==> src/rtl/ex_operand_stage.sv <==
// ex_operand_stage: decode-to-execute pipeline register in front of the ALU.
//
// Captures one decoded instruction per valid/ready handshake. Register operands are
// resolved against the MEM and WB forward sources at capture time. Operand B selects
// the immediate or the forwarded rs2. Captured values are frozen until the entry
// leaves, so nothing is re-forwarded while stalled.
//
// Ports:
//   clk, reset             rising-edge clock, synchronous active-high reset
//   in_valid/in_ready      upstream handshake (in_ready = !out_valid || out_ready)
//   in_rs1/in_rs2/in_rd    register indices
//   in_rs1_data/in_rs2_data register-file read data
//   in_imm, in_use_imm     immediate and operand-B select
//   in_aluop, in_reg_write ALU op code and write-enable for in_rd
//   mem_*, wb_*            forward sources (MEM has priority over WB)
//   flush                  drop the held entry and any capture this cycle
//   out_valid/out_ready    downstream handshake
//   a, b, aluop            registered ALU inputs
//   rd, reg_write          registered destination info
//   store_data             forwarded rs2, independent of in_use_imm
//   stall_count            saturating count of out_valid && !out_ready cycles
module ex_operand_stage #(
  parameter int unsigned W     = 32,
  parameter int unsigned CNT_W = 16
) (
  input  logic             clk,
  input  logic             reset,
  input  logic             in_valid,
  output logic             in_ready,
  input  logic [4:0]       in_rs1,
  input  logic [4:0]       in_rs2,
  input  logic [4:0]       in_rd,
  input  logic [W-1:0]     in_rs1_data,
  input  logic [W-1:0]     in_rs2_data,
  input  logic [W-1:0]     in_imm,
  input  logic             in_use_imm,
  input  logic [3:0]       in_aluop,
  input  logic             in_reg_write,
  input  logic [4:0]       mem_rd,
  input  logic             mem_reg_write,
  input  logic [W-1:0]     mem_result,
  input  logic [4:0]       wb_rd,
  input  logic             wb_reg_write,
  input  logic [W-1:0]     wb_result,
  input  logic             flush,
  output logic             out_valid,
  input  logic             out_ready,
  output logic [W-1:0]     a,
  output logic [W-1:0]     b,
  output logic [3:0]       aluop,
  output logic [4:0]       rd,
  output logic             reg_write,
  output logic [W-1:0]     store_data,
  output logic [CNT_W-1:0] stall_count
);

  typedef enum logic [0:0] {StEmpty, StFull} state_e;

  state_e           state_q, state_d;
  logic             capture;
  logic [W-1:0]     rs1_fwd, rs2_fwd, b_sel;
  logic [W-1:0]     a_q, b_q, store_q;
  logic [3:0]       aluop_q;
  logic [4:0]       rd_q;
  logic             reg_write_q;
  logic [CNT_W-1:0] stall_q, stall_d;

  // Ready does not look at in_valid, so upstream can use it without a comb loop.
  assign in_ready = (state_q == StEmpty) || out_ready;
  assign capture  = in_valid && in_ready && !flush;

  // x0 never forwards; MEM is younger than WB so it wins a double match.
  always_comb begin
    rs1_fwd = in_rs1_data;
    if (in_rs1 == 5'd0) begin
      rs1_fwd = '0;
    end else if (mem_reg_write && (mem_rd == in_rs1)) begin
      rs1_fwd = mem_result;
    end else if (wb_reg_write && (wb_rd == in_rs1)) begin
      rs1_fwd = wb_result;
    end
  end

  always_comb begin
    rs2_fwd = in_rs2_data;
    if (in_rs2 == 5'd0) begin
      rs2_fwd = '0;
    end else if (mem_reg_write && (mem_rd == in_rs2)) begin
      rs2_fwd = mem_result;
    end else if (wb_reg_write && (wb_rd == in_rs2)) begin
      rs2_fwd = wb_result;
    end
  end

  assign b_sel = in_use_imm ? in_imm : rs2_fwd;

  always_comb begin
    state_d = state_q;
    unique case (state_q)
      StEmpty: begin
        if (capture) begin
          state_d = StFull;
        end
      end
      StFull: begin
        if (flush) begin
          state_d = StEmpty;
        end else if (capture) begin
          state_d = StFull;
        end else if (out_ready) begin
          state_d = StEmpty;
        end
      end
      default: state_d = StEmpty;
    endcase
  end

  always_comb begin
    stall_d = stall_q;
    if ((state_q == StFull) && !out_ready && !flush && (stall_q != '1)) begin
      stall_d = stall_q + CNT_W'(1);
    end
  end

  always_ff @(posedge clk) begin
    if (reset) begin
      state_q     <= StEmpty;
      a_q         <= '0;
      b_q         <= '0;
      store_q     <= '0;
      aluop_q     <= '0;
      rd_q        <= '0;
      reg_write_q <= 1'b0;
      stall_q     <= '0;
    end else begin
      state_q <= state_d;
      stall_q <= stall_d;
      // Flush only drops the valid bit; the payload keeps its last value.
      if (capture) begin
        a_q         <= rs1_fwd;
        b_q         <= b_sel;
        store_q     <= rs2_fwd;
        aluop_q     <= in_aluop;
        rd_q        <= in_rd;
        reg_write_q <= in_reg_write;
      end
    end
  end

  assign out_valid   = (state_q == StFull);
  assign a           = a_q;
  assign b           = b_q;
  assign store_data  = store_q;
  assign aluop       = aluop_q;
  assign rd          = rd_q;
  assign reg_write   = reg_write_q;
  assign stall_count = stall_q;

endmodule

==> config.mk <==
export PLATFORM = sky130hd
export DESIGN_NAME = ex_operand_stage
export DESIGN_NICKNAME = d
export VERILOG_FILES = /design/src/rtl/ex_operand_stage.sv
export SDC_FILE = /design/constraint.sdc
export NUM_CORES = 1
export LEC_CHECK = 0
export BUFFER_PORTS_ARGS = -buffer_cell sky130_fd_sc_hd__buf_2
export CAP_MARGIN = 40
export CORE_MARGIN = 5
export CORE_UTILIZATION = 45
export CTS_BUF_LIST = sky130_fd_sc_hd__clkbuf_4 sky130_fd_sc_hd__clkbuf_8 sky130_fd_sc_hd__clkbuf_16
export DETAILED_ROUTE_END_ITERATION = 10
export GPL_ROUTABILITY_DRIVEN = 0
export GPL_TIMING_DRIVEN = 1
export PLACE_DENSITY = 0.88
export SYNTH_ARGS = -nofsm -noshare
export SYNTH_HDL_FRONTEND = slang
export SYNTH_SLANG_ARGS = --single-unit
==> constraint.sdc <==
create_clock -name clk -period 2.4 [get_ports clk]
set_input_delay 0.12 -clock clk [delete_from_list [all_inputs] [get_ports clk]]
set_output_delay 0.12 -clock clk [all_outputs]
set_load 0.01 [all_outputs]
==> results of run 1 <==
-- sequential cells by signal, summed over array words and instances (netlist names) --
name	cells
a	32
out_valid	1
rd	5
stall_count	16
reg_write	1
aluop	4
store_data	32
b	32
-- synthesized netlist by cell type, drive strengths merged (3+ instances only) --
library cell,number
nand4,6
or4,3
a211oi,3
or2,4
a221oi,64
xor2,3
o32ai,32
nor2,56
nor4,4
buf,6
and3,35
and2,32
xnor2,28
clkbuf,60
o21ai,129
inv,4
nand3,8
nor3,10
dfxtp,123
nand2,91
a21oi,44
-- critical path, cell delays in order (launching register included) --
cell and delay, ns:
dfxtp_1 0.35, nor2b_1 0.31, inv_1 0.13, nand3b_1 0.18, buf_4 0.50, nor3_2 0.11
buf_4 0.23, o21ai_0 0.09, o21ai_0 0.13
-- metrics by stage --
step / utilization / total power, W / hold WS (ns)
finish: 0.6432 / 0.005679 / 0.02009
global route: 0.6430 / 0.005873 / 0.01364
CTS: 0.6430 / 0.005690 / 0.0001433
detailed placement: 0.5846 / 0.003061 / 0.3683
global placement: 0.5831 / 0.003045 / 0.3597
floorplan: - / 0.002634 / 0.1993
-- kinds of logic after synthesis --
kind of cell,count (synthesis),synth area share
adder cells (fa/ha/maj),1,0.002007
buffers and inverters,70,0.04796
AND/OR/NAND/NOR,256,0.1967
multiplexers,2,0.003211
XOR/XNOR,31,0.04355
flip-flops,123,0.3949
AO/OA/AOI/OAI,275,0.3117
-- cell type report --
class | instances | area [µm²]
diodes | 1 | 2.502
clock buffers | 20 | 454.2
clock inverters | 12 | 147.6
fillers | 1150 | 4895
inverters | 4 | 15.01
multi-input cells | 565 | 3518
flip-flops and latches | 123 | 2462
well taps | 180 | 225.2
repair buffers | 360 | 1999
-- what timing repair did --
| action | CTS | global route |
|---|---|---|
| setup endpoints to repair | 0 | 0 |
| endpoints found under the hold margin | 19 | 0 |
| resized for setup | 0 | 0 |
| hold buffers | 20 | 0 |
-- placed cells by master (no fill, tap or decap), types with 3 or more instances in the layout --
| cell type | netlist | final |
|---|---|---|
| and2_1 | 32 | 32 |
| o21ai_0 | 113 | 113 |
| nor4_1 | 4 | 4 |
| xor2_1 | 3 | 3 |
| a21oi_1 | 44 | 44 |
| clkinv_2 | 0 | 4 |
| xnor2_1 | 28 | 28 |
| dfxtp_1 | 123 | 123 |
| a221oi_1 | 34 | 34 |
| and3_1 | 35 | 35 |
| or2_2 | 3 | 3 |
| nor2_1 | 56 | 52 |
| nand3_1 | 8 | 8 |
| bufinv_16 | 0 | 3 |
| nand4_1 | 6 | 6 |
| o21ai_1 | 16 | 16 |
| nand2_1 | 91 | 91 |
| clkbuf_16 | 0 | 17 |
| clkinvlp_4 | 0 | 5 |
| buf_4 | 0 | 15 |
| nor3_1 | 9 | 7 |
| buf_2 | 5 | 321 |
| a221oi_2 | 30 | 30 |
| o32ai_1 | 32 | 32 |
| inv_1 | 4 | 4 |
| dlygate4sd3_1 | 0 | 20 |
| a211oi_1 | 3 | 3 |
| buf_12 | 0 | 4 |
-- final timing paths --
check | from | end | slack (ns) | cells past startpoint
setup / recovery | out_valid$_SDFF_PP0_ | a[24]$_SDFFE_PP0P_ | 0.23 | 8
hold / removal | in_rs1_data[3] | a[3]$_SDFFE_PP0P_ | 0.02 | 3
hold reg to reg | a[18]$_SDFFE_PP0P_ | a[18]$_SDFFE_PP0P_ | 0.44 | 2
setup reg to reg | out_valid$_SDFF_PP0_ | a[24]$_SDFFE_PP0P_ | 0.23 | 8
-- routing by layer --
metal,vias up,wire [µm]
li1,3440,-
met2,534,12920
met4,2,1005
met5,-,9
met1,3528,9435
met3,103,2599
-- power groups by stage --
stage	logic (W)	clock network, W	registers, W
after floorplan	0.000356	0	0.00228
after global placement	0.000810	0	0.00223
after detailed placement	0.000823	0	0.00224
after CTS	0.000852	0.00264	0.00220
after global routing	0.000925	0.00274	0.00221
final	0.000867	0.00261	0.00220
==> results.sh, run 1 <==
export IMPL_synth_area_um2=6235
export IMPL_status="finished clean"
export IMPL_dpl_cell_count=1212
export IMPL_power_density_nw_per_um2=643.6
export IMPL_wl_um=25970
export IMPL_fin_tns_setup_ns=0
export IMPL_yosysTopAreaCell="dfxtp_1"
export IMPL_clockPowerShare=0.460
export IMPL_start_util=0.4544
export IMPL_yosysUniqueCellTypes=39
export IMPL_criticalPathCategory="reg -> reg"
export IMPL_p_leak_nw=3.883
export IMPL_fin_nets=1270
export IMPL_routedWlPerCell_um=20.53
export IMPL_tritoncts="built"
export IMPL_post_cts_setup_buffers=0
export IMPL_synth_top_area_frac=0.3949
export IMPL_ios=322
export IMPL_fin_area_um2=8825
export IMPL_clk_latency_ns=0.41
export IMPL_drtIter0Drc=730
export IMPL_ir_drop_v=0.0005821
export IMPL_drive_above_1_share=0.3847
export IMPL_tightest_slew_ns=0.7172
export IMPL_die_x_um=127.7
export IMPL_clk_path_buf_depth=2
export IMPL_synthTopCellsByArea="dfxtp_1 39%, o21ai_0 9.1%, a221oi_2 7.2%"
export IMPL_antenna_found_initial=1
export IMPL_die_h_um=127.7
export IMPL_cts_root_buf="clkbuf_16"
export IMPL_p_sw_w=0.001475
export IMPL_fmax_mhz=461.4
export IMPL_grt_pass1_wl_um=38430
export IMPL_pwr_share_seq=0.387
export IMPL_clkSlewWorstSetupHoldPaths_ns=0.06
export IMPL_grtUsageMet2=0.5187
export IMPL_dpl_hpwl_um=17630
export IMPL_synth_edf_count=0
export IMPL_avgViaCountPerCell=6.013
export IMPL_max_slew_margin_rel=0.5219
export IMPL_row_count=43
export IMPL_busiest_layer="met2"
export IMPL_grtUsageMet1=0.3442
export IMPL_coreArea_um2=13720
export IMPL_end_kind="flip-flop"
export IMPL_vias=7607
export IMPL_maxSlewViolCount=0
export IMPL_worstHoldPathType="in -> reg"
export IMPL_rsz0062_at_grt="false"
export IMPL_postPlaceCellArea_um2=8020
export IMPL_ys_flop_type="dfxtp_1"
export IMPL_final_antenna_net_count=0
export IMPL_layout_cells_non_filler=1265
export IMPL_die_area_um2=16310
export IMPL_synth_async_reset_ratio=0
export IMPL_grt_max_degree=65
export IMPL_max_cap_violations=0
export IMPL_htreeDepth=4
export IMPL_intPower_w=0.004204
export IMPL_cts_inserted_buffers=17
export IMPL_ys_seq_elements=123
export IMPL_fin_crit_ns=2.168
export IMPL_switching_share=0.2598
export IMPL_synth_seq_area_share=0.3949
export IMPL_io_buffers=321
export IMPL_synthCells=758
export IMPL_yosysWarnings=0
export IMPL_critPathLaunchType="flip-flop"
export IMPL_arrival_ns=2.44
export IMPL_finClkSkew_ns=0.005847
export IMPL_p_comb_frac=0.153
export IMPL_grt_ovfl_total=0
export IMPL_period_share=0.9031
export IMPL_final_hold_violation_count=0
export IMPL_drt_first_pass_iters=7
export IMPL_fin_ws_ns=0.2325
export IMPL_cp_required_ns=2.67
export IMPL_drc=0
export IMPL_cts_num_sinks=123
export IMPL_synth_area_per_cell_um2=8.225
export IMPL_setup_violations_final=0
export IMPL_cp_max_fo=43
export IMPL_grtUsageMet3=0.06958
export IMPL_area_growth_syn_to_layout_pct=41.54
export IMPL_syn_nets=957
export IMPL_grt_usage=0.2977
export IMPL_place_ws_ns=0.2480
export IMPL_grt_pass1_vias=7362
Power figures use the tool's default switching activity.
==> run 2: changes to the inputs <==
- BUFFER_PORTS_ARGS: -buffer_cell sky130_fd_sc_hd__buf_2 -> not set
- DONT_BUFFER_PORTS: not set -> 1
- PLACE_DENSITY: 0.88 -> 0.68
==> results.sh, run 2 (synthesis results as in run 1) <==
export IMPL_die_area_um2=16310
export IMPL_final_hold_violation_count=0
export IMPL_fin_tns_setup_ns=0
export IMPL_end_kind="flip-flop"
export IMPL_fin_crit_ns=2.106
export IMPL_drc=0
export IMPL_finClkSkew_ns=0.005043
export IMPL_antenna_found_initial=0
export IMPL_area_growth_syn_to_layout_pct=30.34
export IMPL_setup_violations_final=0
export IMPL_final_antenna_net_count=0
export IMPL_final_common_cell="dfxtp_1"
export IMPL_worstHoldPathType="in -> reg"
export IMPL_grt_ovfl_total=0
export IMPL_cpMaxStageDelayCell="buf_4"
export IMPL_dpl_hpwl_um=16840
export IMPL_max_slew_margin_rel=0.5430
export IMPL_fin_nets=1039
export IMPL_coreArea_um2=13720
export IMPL_clk_latency_ns=0.41
export IMPL_status="finished clean"
export IMPL_start_util=0.4544
export IMPL_cp_required_ns=2.70
export IMPL_p_leak_nw=2.840
export IMPL_dpl_cell_count=892
export IMPL_critPathMaxStageDelay_ns=0.37
export IMPL_io_buffers=0
export IMPL_htreeDepth=4
export IMPL_drt_first_pass_iters=7
export IMPL_layout_cells_non_filler=1036
export IMPL_avgViaCountPerCell=6.654
export IMPL_ir_drop_v=0.0004125
export IMPL_path_buf_inv=2
export IMPL_criticalPathCategory="reg -> reg"
export IMPL_period_share=0.8775
export IMPL_maxSlewViolCount=0
export IMPL_cts_num_sinks=123
export IMPL_final_cell_mix="123 x dfxtp_1, 113 x o21ai_0, 108 x dlygate4sd3_1"
export IMPL_cpMostUsedCell="o21ai_0"
export IMPL_grt_usage=0.2979
export IMPL_ios=322
export IMPL_wl_um=25430
export IMPL_grt_pass1_vias=7141
export IMPL_cts_inserted_buffers=17
export IMPL_row_count=43
export IMPL_critPathTopFamily="simple AND/OR/NAND/NOR gates"
export IMPL_vias=6894
export IMPL_power_density_nw_per_um2=674.1
export IMPL_post_cts_setup_buffers=0
export IMPL_ctsResizeCount=0
export IMPL_tightest_slew_ns=0.6855
export IMPL_critPathLaunchType="flip-flop"
export IMPL_cp_cell_sequence="nor2b_1 -> inv_1 -> nand3b_1 -> nor3_2 -> buf_4 -> o21ai_0 -> o21ai_0"
export IMPL_fin_ws_ns=0.2941
export IMPL_postCtsHoldBufs=109
export IMPL_tritoncts="built"
export IMPL_arrival_ns=2.41
export IMPL_cp_max_fo=32
export IMPL_clkSlewWorstSetupHoldPaths_ns=0.06
export IMPL_max_cap_violations=0
export IMPL_drive_above_1_share=0.1137
export IMPL_place_ws_ns=0.3632
export IMPL_grt_max_degree=59
export IMPL_rsz0062_at_grt="false"
export IMPL_fmax_mhz=474.9
export IMPL_drtIter0Drc=656
export IMPL_cts_root_buf="clkbuf_16"
export IMPL_grt_pass1_wl_um=38530
export IMPL_routedWlPerCell_um=24.55
export IMPL_die_x_um=127.7
export IMPL_clk_path_buf_depth=2
export IMPL_die_h_um=127.7
## run 2: changes by cell type in the layout (fill, tap and decap cells not counted), moves of 2 or more
cell	previous run	this run
diode_2	1	3
clkinvlp_4	5	2
dlygate4sd3_1	20	108
buf_2	321	0
clkbuf_8	1	3
## run 2: cell type report
class	count	area, µm²
flip-flops and latches	123	2462
multi-input cells	565	3516
well taps	180	225.2
fillers	1146	5593
diodes	3	7.507
inverters	4	15.01
clock inverters	11	117.6
repair buffers	129	1309
clock buffers	21	474.2
## run 2: worst min-delay path: stages
cell	delay [ns]
and3_1	0.13
a21oi_1	0.04
o32ai_1	0.10
## run 2: final timing paths
check	start	end	slack [ns]	cells after the start
min	in_imm[10]	b[10]$_SDFFE_PP0P_	0.03	3
max	out_valid$_SDFF_PP0_	a[8]$_SDFFE_PP0P_	0.29	7
min reg2reg	store_data[28]$_SDFFE_PP0P_	store_data[28]$_SDFFE_PP0P_	0.50	2
max reg2reg	out_valid$_SDFF_PP0_	a[8]$_SDFFE_PP0P_	0.29	7
## run 2: power by group
group          switching, W  leakage, nW  internal [W]  total [W]
logic              0.000328         1.54      0.000316   0.000644
registers          0.000131         1.00       0.00214    0.00227
clock network      0.000943        0.292       0.00162    0.00256
## run 2: metrics by stage
| stage | power [W] | cell area [µm²] | hold slack, ns | utilization |
|---|---|---|---|---|
| after floorplan | 0.002634 | 6235 | 0.1993 | - |
| after global placement | 0.002731 | 6399 | 0.2010 | 0.4664 |
| after detailed placement | 0.002750 | 6419 | 0.2060 | 0.4679 |
| after CTS | 0.005478 | 8119 | 0.003371 | 0.5918 |
| after global routing | 0.005658 | 8119 | 0.01473 | 0.5918 |
| final | 0.005478 | 8127 | 0.02848 | 0.5923 |
## run 2: routing by layer
metal,vias up,share of wire,global-route usage
li1,2969,-,-
met1,3248,0.36,0.3307
met2,560,0.49,0.5067
met3,117,0.11,0.1033
met4,0,0.041,0.1498
met5,-,0,0
